`src/rtl/ps2_kbd_pkg.sv`:
```
// Shared types and constants for the PS/2 calculator keypad decoder:
// receiver/decoder state enums, scancodes, calculator ASCII codes and the
// make-code map.
package ps2_kbd_pkg;

  typedef enum logic [1:0] {RX_IDLE, RX_DATA, RX_PARITY, RX_STOP} rx_state_t;
  typedef enum logic [1:0] {DEC_IDLE, DEC_BRK, DEC_EXT, DEC_EXT_BRK} dec_state_t;

  // Prefixes and shift keys
  localparam logic [7:0] SC_BRK    = 8'hF0;
  localparam logic [7:0] SC_EXT    = 8'hE0;
  localparam logic [7:0] SC_LSHIFT = 8'h12;
  localparam logic [7:0] SC_RSHIFT = 8'h59;

  // Main-block make codes
  localparam logic [7:0] SC_0 = 8'h45, SC_1 = 8'h16, SC_2 = 8'h1E, SC_3 = 8'h26,
                         SC_4 = 8'h25, SC_5 = 8'h2E, SC_6 = 8'h36, SC_7 = 8'h3D,
                         SC_8 = 8'h3E, SC_9 = 8'h46;
  localparam logic [7:0] SC_MINUS = 8'h4E, SC_EQUAL = 8'h55, SC_SLASH = 8'h4A;
  localparam logic [7:0] SC_ENTER = 8'h5A, SC_BKSP  = 8'h66, SC_ESC   = 8'h76;

  // Keypad make codes
  localparam logic [7:0] KP_0 = 8'h70, KP_1 = 8'h69, KP_2 = 8'h72, KP_3 = 8'h7A,
                         KP_4 = 8'h6B, KP_5 = 8'h73, KP_6 = 8'h74, KP_7 = 8'h6C,
                         KP_8 = 8'h75, KP_9 = 8'h7D;
  localparam logic [7:0] KP_PLUS = 8'h79, KP_MINUS = 8'h7B, KP_STAR = 8'h7C;

  // Calculator ASCII codes
  localparam logic [7:0] ASC_BS    = 8'd8;
  localparam logic [7:0] ASC_LF    = 8'd10;
  localparam logic [7:0] ASC_ESC   = 8'd27;
  localparam logic [7:0] ASC_STAR  = 8'd42;
  localparam logic [7:0] ASC_PLUS  = 8'd43;
  localparam logic [7:0] ASC_MINUS = 8'd45;
  localparam logic [7:0] ASC_SLASH = 8'd47;
  localparam logic [7:0] ASC_0     = 8'd48;
  localparam logic [7:0] ASC_EQUAL = 8'd61;

  typedef struct packed {
    logic       hit;
    logic [7:0] ascii;
  } key_map_t;

  function automatic logic is_shift(input logic [7:0] code);
    return (code == SC_LSHIFT) || (code == SC_RSHIFT);
  endfunction

  // Make code -> calculator ASCII. hit=0 means unmapped.
  function automatic key_map_t map_make(input logic [7:0] code, input logic ext,
                                        input logic shift);
    key_map_t m;
    m.hit   = 1'b1;
    m.ascii = 8'h00;
    if (ext) begin
      case (code)
        SC_SLASH: m.ascii = ASC_SLASH;
        SC_ENTER: m.ascii = ASC_LF;
        default:  m.hit   = 1'b0;
      endcase
    end else begin
      case (code)
        SC_0, KP_0: m.ascii = ASC_0;
        SC_1, KP_1: m.ascii = ASC_0 + 8'd1;
        SC_2, KP_2: m.ascii = ASC_0 + 8'd2;
        SC_3, KP_3: m.ascii = ASC_0 + 8'd3;
        SC_4, KP_4: m.ascii = ASC_0 + 8'd4;
        SC_5, KP_5: m.ascii = ASC_0 + 8'd5;
        SC_6, KP_6: m.ascii = ASC_0 + 8'd6;
        SC_7, KP_7: m.ascii = ASC_0 + 8'd7;
        SC_8:       m.ascii = shift ? ASC_STAR : ASC_0 + 8'd8;
        KP_8:       m.ascii = ASC_0 + 8'd8;
        SC_9, KP_9: m.ascii = ASC_0 + 8'd9;
        SC_MINUS, KP_MINUS: m.ascii = ASC_MINUS;
        SC_EQUAL:   m.ascii = shift ? ASC_PLUS : ASC_EQUAL;
        KP_PLUS:    m.ascii = ASC_PLUS;
        KP_STAR:    m.ascii = ASC_STAR;
        SC_SLASH:   m.ascii = ASC_SLASH;
        SC_ENTER:   m.ascii = ASC_LF;
        SC_BKSP:    m.ascii = ASC_BS;
        SC_ESC:     m.ascii = ASC_ESC;
        default:    m.hit   = 1'b0;
      endcase
    end
    return m;
  endfunction

endpackage

```
`src/rtl/ps2_keypad_decoder_if.sv`:
```
// Keyboard-side PS/2 lines plus the decoded key/error strobes.
interface ps2_keypad_decoder_if;
  logic       ps2_clk;
  logic       ps2_data;
  logic [7:0] key_ascii;
  logic       key_pressed;
  logic       frame_err;

  // Keyboard / host side: drives the PS/2 lines, consumes keys
  modport master (output ps2_clk, ps2_data, input key_ascii, key_pressed, frame_err);
  // Decoder side
  modport slave  (input ps2_clk, ps2_data, output key_ascii, key_pressed, frame_err);
endinterface

```
`src/rtl/ps2_rx.sv`:
```
// PS/2 frame receiver: synchronizes the raw lines, samples data on ps2_clk
// falling edges, checks odd parity and stop bit, aborts stale frames.
// rx_valid / rx_err are registered, so they appear the cycle after the
// stop-bit edge is detected.
module ps2_rx
  import ps2_kbd_pkg::*;
#(
  parameter int TIMEOUT_CYC = 100000
) (
  input  logic       clk,
  input  logic       reset_n,
  input  logic       ps2_clk,
  input  logic       ps2_data,
  output logic [7:0] rx_byte,
  output logic       rx_valid,
  output logic       rx_err
);
  localparam int CNT_W = $clog2(TIMEOUT_CYC + 1);

  logic [1:0] clk_sync, dat_sync;
  logic       clk_prev;
  logic       fall, bit_in, timeout;

  rx_state_t        state, state_n;
  logic [7:0]       shreg, shreg_n;
  logic [2:0]       bit_cnt, bit_cnt_n;
  logic             par, par_n;
  logic             valid_n, err_n;
  logic [CNT_W-1:0] to_cnt;

  assign fall    = clk_prev & ~clk_sync[1];
  assign bit_in  = dat_sync[1];
  assign timeout = (state != RX_IDLE) && (to_cnt == CNT_W'(TIMEOUT_CYC)) && !fall;
  assign rx_byte = shreg;

  // Two-flop synchronizers (idle-high) plus a delayed copy for edge detect
  always_ff @(posedge clk or negedge reset_n) begin
    if (!reset_n) begin
      clk_sync <= 2'b11;
      dat_sync <= 2'b11;
      clk_prev <= 1'b1;
    end else begin
      clk_sync <= {clk_sync[0], ps2_clk};
      dat_sync <= {dat_sync[0], ps2_data};
      clk_prev <= clk_sync[1];
    end
  end

  // Inactivity counter: cleared by any edge, parked at 0 while idle,
  // saturates at the limit so the abort condition stays visible.
  always_ff @(posedge clk or negedge reset_n) begin
    if (!reset_n)                        to_cnt <= '0;
    else if (fall || state == RX_IDLE)   to_cnt <= '0;
    else if (to_cnt != CNT_W'(TIMEOUT_CYC)) to_cnt <= to_cnt + 1'b1;
  end

  // Receiver state and frame registers
  always_ff @(posedge clk or negedge reset_n) begin
    if (!reset_n) begin
      state    <= RX_IDLE;
      shreg    <= '0;
      bit_cnt  <= '0;
      par      <= 1'b0;
      rx_valid <= 1'b0;
      rx_err   <= 1'b0;
    end else begin
      state    <= state_n;
      shreg    <= shreg_n;
      bit_cnt  <= bit_cnt_n;
      par      <= par_n;
      rx_valid <= valid_n;
      rx_err   <= err_n;
    end
  end

  // Next-state: an edge always takes priority over the timeout
  always_comb begin
    state_n   = state;
    shreg_n   = shreg;
    bit_cnt_n = bit_cnt;
    par_n     = par;
    valid_n   = 1'b0;
    err_n     = 1'b0;
    if (fall) begin
      case (state)
        RX_IDLE: if (!bit_in) begin
          state_n   = RX_DATA;
          bit_cnt_n = '0;
        end
        RX_DATA: begin
          shreg_n   = {bit_in, shreg[7:1]};  // LSB arrives first
          bit_cnt_n = bit_cnt + 3'd1;
          if (bit_cnt == 3'd7) state_n = RX_PARITY;
        end
        RX_PARITY: begin
          par_n   = bit_in;
          state_n = RX_STOP;
        end
        RX_STOP: begin
          state_n = RX_IDLE;
          if ((^{shreg, par}) && bit_in) valid_n = 1'b1;
          else                           err_n   = 1'b1;
        end
        default: state_n = RX_IDLE;
      endcase
    end else if (timeout) begin
      state_n = RX_IDLE;
      err_n   = 1'b1;
    end
  end

endmodule

```
`src/rtl/ps2_keypad_decoder.sv`:
```
// PS/2 keyboard to calculator key decoder: tracks E0/F0 prefixes and the
// shift state, maps make codes to ASCII and strobes key_pressed.
module ps2_keypad_decoder
  import ps2_kbd_pkg::*;
#(
  parameter int TIMEOUT_CYC = 100000
) (
  input  logic                 clk,
  input  logic                 reset_n,
  ps2_keypad_decoder_if.slave  bus
);
  logic [7:0] rx_byte;
  logic       rx_valid, rx_err;

  dec_state_t dec, dec_n;
  logic       shift, shift_n;
  logic       kp, kp_n;
  logic [7:0] ascii, ascii_n;
  key_map_t   km;

  ps2_rx #(.TIMEOUT_CYC(TIMEOUT_CYC)) u_rx (
    .clk      (clk),
    .reset_n  (reset_n),
    .ps2_clk  (bus.ps2_clk),
    .ps2_data (bus.ps2_data),
    .rx_byte  (rx_byte),
    .rx_valid (rx_valid),
    .rx_err   (rx_err)
  );

  assign km              = map_make(rx_byte, dec == DEC_EXT, shift);
  assign bus.key_ascii   = ascii;
  assign bus.key_pressed = kp;
  assign bus.frame_err   = rx_err;

  // Decoder state, shift flag and registered key outputs
  always_ff @(posedge clk or negedge reset_n) begin
    if (!reset_n) begin
      dec   <= DEC_IDLE;
      shift <= 1'b0;
      kp    <= 1'b0;
      ascii <= 8'h00;
    end else begin
      dec   <= dec_n;
      shift <= shift_n;
      kp    <= kp_n;
      ascii <= ascii_n;
    end
  end

  // Prefix/shift FSM; breaks only touch the shift flag, never pulse
  always_comb begin
    dec_n   = dec;
    shift_n = shift;
    kp_n    = 1'b0;
    ascii_n = ascii;
    if (rx_err) begin
      dec_n = DEC_IDLE;  // drop pending prefixes, keep shift
    end else if (rx_valid) begin
      case (dec)
        DEC_IDLE: begin
          if (rx_byte == SC_BRK)      dec_n = DEC_BRK;
          else if (rx_byte == SC_EXT) dec_n = DEC_EXT;
          else begin
            dec_n = DEC_IDLE;
            if (is_shift(rx_byte)) shift_n = 1'b1;
            if (km.hit) begin
              kp_n    = 1'b1;
              ascii_n = km.ascii;
            end
          end
        end
        DEC_EXT: begin
          if (rx_byte == SC_BRK) dec_n = DEC_EXT_BRK;
          else begin
            // Extended shift codes fall through the map unmapped
            dec_n = DEC_IDLE;
            if (km.hit) begin
              kp_n    = 1'b1;
              ascii_n = km.ascii;
            end
          end
        end
        DEC_BRK: begin
          dec_n = DEC_IDLE;
          if (is_shift(rx_byte)) shift_n = 1'b0;
        end
        DEC_EXT_BRK: dec_n = DEC_IDLE;
        default:     dec_n = DEC_IDLE;
      endcase
    end
  end

endmodule
```
`src/flat_wrapper.sv`:
```
// flat-port wrapper written by rule: the top's interface ports become plain ports
module ps2_keypad_decoder_flat import ps2_kbd_pkg::*;
#(
  parameter int TIMEOUT_CYC = 100000
)
  (clk, reset_n, bus_ps2_clk, bus_ps2_data, bus_key_ascii, bus_key_pressed, bus_frame_err);
  ps2_keypad_decoder_if bus_i ();
  input  logic clk;
  input  logic reset_n;
  input wire logic [$bits(bus_i.ps2_clk)-1:0] bus_ps2_clk;
  input wire logic [$bits(bus_i.ps2_data)-1:0] bus_ps2_data;
  output wire logic [$bits(bus_i.key_ascii)-1:0] bus_key_ascii;
  output wire logic [$bits(bus_i.key_pressed)-1:0] bus_key_pressed;
  output wire logic [$bits(bus_i.frame_err)-1:0] bus_frame_err;
  assign bus_i.ps2_clk = bus_ps2_clk;
  assign bus_i.ps2_data = bus_ps2_data;
  assign bus_key_ascii = bus_i.key_ascii;
  assign bus_key_pressed = bus_i.key_pressed;
  assign bus_frame_err = bus_i.frame_err;
  ps2_keypad_decoder #(.TIMEOUT_CYC(TIMEOUT_CYC)) u_core (.clk(clk), .reset_n(reset_n), .bus(bus_i));
endmodule
```
`config.mk`:
```
export PLATFORM = sky130hd
export DESIGN_NAME = ps2_keypad_decoder_flat
export DESIGN_NICKNAME = d
export VERILOG_FILES = /design/src/rtl/ps2_kbd_pkg.sv /design/src/rtl/ps2_keypad_decoder_if.sv /design/src/rtl/ps2_rx.sv /design/src/rtl/ps2_keypad_decoder.sv /design/src/flat_wrapper.sv
export SDC_FILE = /design/constraint.sdc
export NUM_CORES = 1
export LEC_CHECK = 0
export ABC_AREA = 1
export CAP_MARGIN = 30
export CORE_AREA = 5 5 110 122
export DETAILED_ROUTE_END_ITERATION = 10
export DIE_AREA = 0 0 115 127
export PLACE_DENSITY = 0.44
export SETUP_SLACK_MARGIN = 0.02
export SLEW_MARGIN = 20
export SYNTH_ARGS = -nofsm -noshare
export SYNTH_HDL_FRONTEND = slang
export SYNTH_HIERARCHICAL = 1
export SYNTH_SLANG_ARGS = --single-unit
```
`constraint.sdc`:
```
create_clock -name clk -period 1.8 [get_ports clk]
set_clock_uncertainty 0.15 [all_clocks]
set_input_delay 0.36 -clock clk [delete_from_list [all_inputs] [get_ports clk]]
set_output_delay 0.36 -clock clk [all_outputs]
set_load 0.05 [all_outputs]
```
==> impl_metrics.csv, run 1 <==
group,metric,value,unit
sta,hold_slack,207,ps
worst_setup_path,crit_required,1830,ps
logic_synthesis,synth_top_area_share,33.8,%
cells_and_area,ff_latch_area,1210,sq um
logic_synthesis,yosysTopAreaCell,"dfrtp_1",
die,start_util,26.6,%
die,ios,14,
sta,fin_crit_sh,103,%
power,leakagePower,2.05,nW
logic_synthesis,synthMuxAreaShare,0,%
place,dp_hpwl,5.98,mm
clocking,ctsRootBufferMaster,"clkbuf_16",
sta,setup_ws,-54.3,ps
clocking,clkLatencyLatePin,290,ps
clocking,clk_path_buf_depth,2,
place,gp_congestion,0.851,
logic_synthesis,ys_seq_area_share,37.9,%
power,power_frac_comb,32.6,%
clocking,htree_levels,2,
routing,vias,2962,
global_routing,antenna_found_initial,0,
die,die_x,115,microns
cells_and_area,fillers,1275,
global_routing,grt_pass1_wl,13.5,mm
global_routing,grt_pass1_vias,3036,
logic_synthesis,avgSynthCellArea,7.15,sq um
worst_setup_path,rr_worst_depth,10,
place,dp.cells,649,
die,dieArea,14600,sq um
power,p_sw_share,35.6,%
cells_and_area,final_nets,531,
outcome,status,"finished with violations",
power,power.density,759,nW/um^2
worst_setup_path,crit_family,"simple AND/OR/NAND/NOR gates",
logic_synthesis,ys_top_cells_by_area,"dfrtp_1, nand2_1, nor2_1, inv_1, o21ai_0",
routing,ant_nets,0,
sta,fmax,539,MHz
logic_synthesis,synth_flop_cell,"dfrtp_1",
clocking,cts.sinks,48,
global_routing,grt-ovfl-total,0,
logic_synthesis,synth_cell_types,39,
die,core_area,12000,sq um
sta,finalCriticalPeriod,1850,ps
clocking,cts_tree,"done",
sta,finalMaxSlewViolations,0,
worst_setup_path,end_kind,"flop",
logic_synthesis,synth_warnings,6,
place,port_buffers,11,
cells_and_area,fin_cells,673,
routing,dr.first_iter.drc_count,91,
cells_and_area,multi_input_comb_area,2000,sq um
global_routing,grt_start_max_net_pins,34,
clocking,clk_pin_slew,70,ps
cells_and_area,antenna_cells,0,
outcome,violations,"negative setup slack",
place,dpl_cell_area,3790,sq um
worst_setup_path,slowest_stage,"dfrtp_1",
routing,detailedRoute.firstPassIterationCount,4,
sta,final-setup-viol-count,6,
power,internal_power,2.13,mW
routing,wl_per_cell,11.7,microns
logic_synthesis,synth.most_common_cell,"nand2_1",
logic_synthesis,synth_compound_area_share,9.69,%
routing,wl,7.87,mm
worst_setup_path,path_buf_inv,3,
global_routing,gr-usage-all-layers,11.3,%
power,power_switching,1.18,mW
worst_setup_path,crit_arrival,1880,ps
power,sequentialPowerShare,39.1,%
cells_and_area,drive_gt1_share,36.0,%
min_path,hold-path-cell-count,0,
worst_setup_path,critical_path_cell_count,10,
logic_synthesis,synth-edff-count,0,
cells_and_area,area_growth,36.7,%
power,vdd_ir_drop_max,0.411,mV
worst_setup_path,cp-start-kind,"flop",
routing,drc,0,
sta,timing.setup.tns,-291,ps
routing,viasPerCell,4.40,
die,num_rows,42,
sta,final_hold_viol_count,0,
sta,rsz0062_at_grt,"yes",
logic_synthesis,synth_seq_cells,48,
worst_setup_path,worstSetupPathType,"reg -> reg",
logic_synthesis,synthTopCellsByCount,"nand2_1, nor2_1, inv_1",
logic_synthesis,synth_xor_xnor_area_share,1.65,%
worst_setup_path,path_max_fanout,5,
worst_setup_path,crit_chain,"inv_2 -> nand2_4 -> buf_12 -> nor2_4 -> buf_4 -> nand3_2 -> a21oi_4 -> nand3_4 -> nand2_2 -> o21ai_2",
clocking,cts_buffers,5,
die,die_y,127,microns
logic_synthesis,synth_fa_ha_area_share,3.53,%
power,p_clk_share,28.3,%
logic_synthesis,synth_top_family_by_area,"simple AND/OR/NAND/NOR gates",
cells_and_area,final_area,4360,sq um
logic_synthesis,synth-simple-area-share,38.6,%
job,drv_cap,0,
logic_synthesis,async_reset_ff_share,100,%
logic_synthesis,synthesis.area,3190,sq um
logic_synthesis,synthCells,446,
min_path,min_path_type,"reg -> reg",
worst_setup_path,critical_path.max_stage_delay,400,ps
## kinds of logic (layout without fill, tap and decap cells)
family / Yosys count / count (layout)
AO/OA/AOI/OAI: 55 / 55
XOR/XNOR: 6 / 6
adder cells (fa/ha/maj): 9 / 9
buffers and inverters: 63 / 133
flip-flops: 48 / 48
other: 1 / 2
AND/OR/NAND/NOR: 264 / 266
## layout make-up
cell class | count | area share [%]
Tap cell | 154 | 4.42
Inverter | 57 | 5.02
Clock buffer | 6 | 2.96
Multi-Input combinational cell | 338 | 46.0
Clock inverter | 2 | 0.287
Timing Repair Buffer | 68 | 13.5
Sequential cell | 48 | 27.9
## routing by layer
metal / part of all wire, % / track usage (%)
met3: 2.0 / 1.61
met2: 52 / 20.6
met5: 0 / 0
met1: 45 / 13.6
met4: 1.1 / 3.18
## power by group through the flow
stage	Clock [mW]	Sequential, mW	Combinational, mW
global route	1.01	1.31	1.22
global placement	0	1.30	0.933
floorplan	0	1.30	0.626
detailed placement	0	1.30	0.949
CTS	0.978	1.29	1.05
finish	0.936	1.29	1.08
## state kept, by name (all words and copies together) (netlist names), 2 cells and up
| name | cells |
|---|---|
| u_core/u_rx/dat_sync | 2 |
| u_core/u_rx/clk_sync | 2 |
| u_core/u_rx/rx_byte | 8 |
| u_core/dec | 2 |
| u_core/u_rx/bit_cnt | 3 |
| u_core/u_rx/state | 2 |
| u_core/bus.key_ascii | 6 |
| u_core/u_rx/to_cnt | 17 |
## timing repair
item / CTS / global route
hold endpoints to repair: 43 / 0
pin swaps: 28 / 31
gates resized for setup: 54 / 43
cloned: 2 / 0
hold buffers: 1 / 0
buffers inserted: 11 / 5
endpoints found under the setup margin: 11 / 11
## stage by stage
stage | worst slack (ps) | power (mW) | utilization [%]
after detailed placement | -135 | 2.25 | 31.6
final | -54.3 | 3.31 | 36.4
after floorplan | 34.7 | 1.93 | -
after global placement | -139 | 2.23 | 31.6
after global routing | -156 | 3.55 | 36.4
after CTS | -44.5 | 3.32 | 35.0
## cells in the final DEF (no fill, tap or decap), types with 2 or more instances in the layout
cell type | netlist | routed
inv_1 | 50 | 44
nor3_2 | 3 | 4
buf_4 | 3 | 54
xor2_1 | 3 | 3
nand4_1 | 7 | 7
ha_1 | 9 | 9
nor2_1 | 55 | 37
dfrtp_1 | 43 | 37
dfrtp_2 | 0 | 6
nand2_2 | 14 | 27
o21ai_2 | 3 | 4
inv_2 | 6 | 11
nand3_2 | 2 | 3
nor2_2 | 11 | 14
nand3_1 | 23 | 21
o22ai_1 | 2 | 2
nand2_1 | 130 | 109
nand3_4 | 1 | 3
buf_6 | 3 | 6
conb_1 | 1 | 2
nand2_4 | 3 | 11
xnor2_1 | 3 | 3
clkdlybuf4s50_1 | 0 | 2
nor4_1 | 2 | 2
o21ai_1 | 3 | 7
clkbuf_16 | 0 | 5
buf_12 | 0 | 4
o21ai_0 | 28 | 23
nor3_1 | 5 | 4
a21oi_1 | 14 | 13
dfstp_2 | 5 | 5
inv_4 | 1 | 2
nor2_4 | 3 | 19
## path summary, 6_finish.rpt
path,from,end,slack [ps]
max,u_core/u_rx/rx_byte[0]$_DFFE_PN0P_,u_core/bus.key_ascii[2]$_DFFE_PN0P_,-50
min,u_core/u_rx/clk_sync[0]$_DFF_PN1_,u_core/u_rx/clk_sync[1]$_DFF_PN1_,210
max reg2reg,u_core/u_rx/rx_byte[0]$_DFFE_PN0P_,u_core/bus.key_ascii[2]$_DFFE_PN0P_,-50
min reg2reg,u_core/u_rx/clk_sync[0]$_DFF_PN1_,u_core/u_rx/clk_sync[1]$_DFF_PN1_,210
max in group asynchronous,reset_n,u_core/u_rx/dat_sync[0]$_DFF_PN1_,830
min in group asynchronous,reset_n,u_core/u_rx/rx_byte[7]$_DFFE_PN0P_,420
(Power assumes the default switching activity.)
==> run 2, diff against run 1 <==
--- a/config.mk
+++ b/config.mk
@@ -12,6 +12,8 @@
 export DIE_AREA = 0 0 115 127
 export PLACE_DENSITY = 0.44
 export SETUP_SLACK_MARGIN = 0.02
+export SKIP_CTS_REPAIR_TIMING = 1
+export SKIP_LAST_GASP = 1
 export SLEW_MARGIN = 20
 export SYNTH_ARGS = -nofsm -noshare
 export SYNTH_HDL_FRONTEND = slang
==> run 2 against run 1 <==
- the flow still finishes with violations (negative setup slack)
- maximum frequency shrank 0.80%
- clock power is essentially flat
- first-iteration DRC count grew 48%
- register-to-register slack lost 20 ps
- via count shrank 0.57%
- global-route usage shrank 0.60 points
- die area is the same
- sequential power is essentially flat
==> impl_metrics.csv, run 2 (synthesis gave the netlist of run 1 again) <==
group,metric,value,unit
outcome,status,"finished with violations",
outcome,violations,"negative setup slack",
worst_setup_path,worstSetupPathType,"reg -> reg",
clocking,clk_pin_slew,70,ps
routing,drc,0,
global_routing,grt_pass1_vias,2882,
worst_setup_path,end_kind,"flop",
die,die_x,115,microns
global_routing,grt_start_max_net_pins,34,
clocking,cts.sinks,48,
clocking,htree_levels,2,
worst_setup_path,rr_startpoint,"u_core/u_rx/rx_byte[0]$_DFFE_PN0P_",
clocking,ctsRootBufferMaster,"clkbuf_16",
sta,setup_ws,-69.3,ps
global_routing,antenna_found_initial,0,
die,dieArea,14600,sq um
power,p_clk_share,28.7,%
routing,wl_per_cell,11.7,microns
place,dpl_cell_area,3790,sq um
clocking,clk_path_buf_depth,2,
routing,dr.first_iter.drc_count,135,
clocking,cts_tree,"done",
power,leakagePower,2.00,nW
global_routing,grt-ovfl-total,0,
power,power_switching,1.15,mW
routing,viasPerCell,4.43,
clocking,clkLatencyLatePin,290,ps
min_path,hold_start,"u_core/u_rx/clk_sync[0]$_DFF_PN1_",
cells_and_area,final_area,4210,sq um
power,power.density,775,nW/um^2
die,num_rows,42,
worst_setup_path,cp-start-kind,"flop",
power,power_frac_comb,31.7,%
worst_setup_path,crit_required,1830,ps
worst_setup_path,crit_arrival,1900,ps
place,dp_hpwl,5.98,mm
sta,fmax,535,MHz
sta,finalMaxSlewViolations,0,
cells_and_area,final_nets,523,
power,internal_power,2.11,mW
die,die_y,127,microns
place,gp_congestion,0.851,
cells_and_area,final_common_cell,"nand2_1",
sta,finalCriticalPeriod,1870,ps
power,sequentialPowerShare,39.6,%
routing,wl,7.81,mm
power,vdd_ir_drop_max,0.412,mV
sta,timing.setup.tns,-360,ps
die,core_area,12000,sq um
cells_and_area,final_cell_mix,"nand2_1, buf_4, inv_1",
place,dp.cells,649,
sta,final-setup-viol-count,6,
cells_and_area,drive_gt1_share,32.3,%
sta,rsz0062_at_grt,"yes",
global_routing,grt_pass1_wl,12.8,mm
worst_setup_path,startpoint,"u_core/u_rx/rx_byte[0]$_DFFE_PN0P_",
power,p_total,3.26,mW
cells_and_area,regMostFlops,"u_core/u_rx/to_cnt",
sta,final_hold_viol_count,0,
routing,vias,2945,
cells_and_area,fin_cells,665,
job,drv_cap,0,
routing,detailedRoute.firstPassIterationCount,4,
cells_and_area,area_growth,31.9,%
min_path,min_path_type,"reg -> reg",
clocking,cts_buffers,5,
global_routing,gr-usage-all-layers,10.7,%
place,pre_cts_ws,-135,ps
die,start_util,26.6,%
cells_and_area,antenna_cells,0,
sta,fin_crit_sh,104,%
cells_and_area,largest_register_ffs,17,
routing,ant_nets,0,
die,ios,14,
power,p_sw_share,35.4,%
place,port_buffers,11,
worst_setup_path,path_max_fanout,5,
==> run 2: changes by cell type in the layout (fill, tap and decap cells not counted), moves of 3 or more <==
cell and change:
nand2_1 +7, buf_6 -5, nand2_4 -4, nor2_2 +4, nor2_4 -4, buf_4 -3
inv_1 +3, nand2_2 -3
==> run 2: layout make-up <==
cell class | instances | area, sq um
fillers | 1293 | 7780
repair buffers | 60 | 509
clock inverters | 2 | 12.5
flip-flops and latches | 48 | 1210
well taps | 154 | 193
inverters | 57 | 216
multi-input cells | 338 | 1930
clock buffers | 6 | 129
==> run 2: metrics by stage <==
step | utilization (%) | hold slack (ps)
floorplan | - | -85.6
global placement | 31.6 | 196
detailed placement | 31.6 | 198
CTS | 32.8 | -111
global route | 35.1 | 215
finish | 35.1 | 207
==> run 2: final timing paths <==
check | slack [ps] | cells past startpoint | to
max | -70 | 13 | u_core/bus.key_ascii[4]$_DFFE_PN0P_
min | 210 | 0 | u_core/u_rx/clk_sync[1]$_DFF_PN1_
max reg2reg | -70 | 13 | u_core/bus.key_ascii[4]$_DFFE_PN0P_
min reg2reg | 210 | 0 | u_core/u_rx/clk_sync[1]$_DFF_PN1_
max in group asynchronous | 830 | 3 | u_core/u_rx/dat_sync[0]$_DFF_PN1_
min in group asynchronous | 420 | 3 | u_core/u_rx/rx_byte[7]$_DFFE_PN0P_
==> run 2: per-layer routing <==
layer	vias to the layer above	GRT usage (%)	routed length, microns
li1	1542	-	-
met2	36	19.1	4010
met4	0	3.18	74
met1	1358	13.0	3560
met5	-	0	0
met3	9	1.61	169
==> run 2: critical path, cell delays in order (launching register included) <==
cell	delay (ps)
dfrtp_1	420
inv_2	90
nand2_4	70
buf_12	140
nor2_4	130
nand2_2	110
nand2_4	90
nor2_4	40
nand2_2	70
nor2_4	50
nand3_4	120
nand3_4	120
nand2_2	110
o21ai_2	50
==> run 2: power groups by stage <==
stage,clock network (mW),registers [mW],logic (mW)
after floorplan,0,1.30,0.626
after global placement,0,1.30,0.933
after detailed placement,0,1.30,0.949
after CTS,0.978,1.28,0.951
after global routing,1.01,1.31,1.17
final,0.934,1.29,1.03
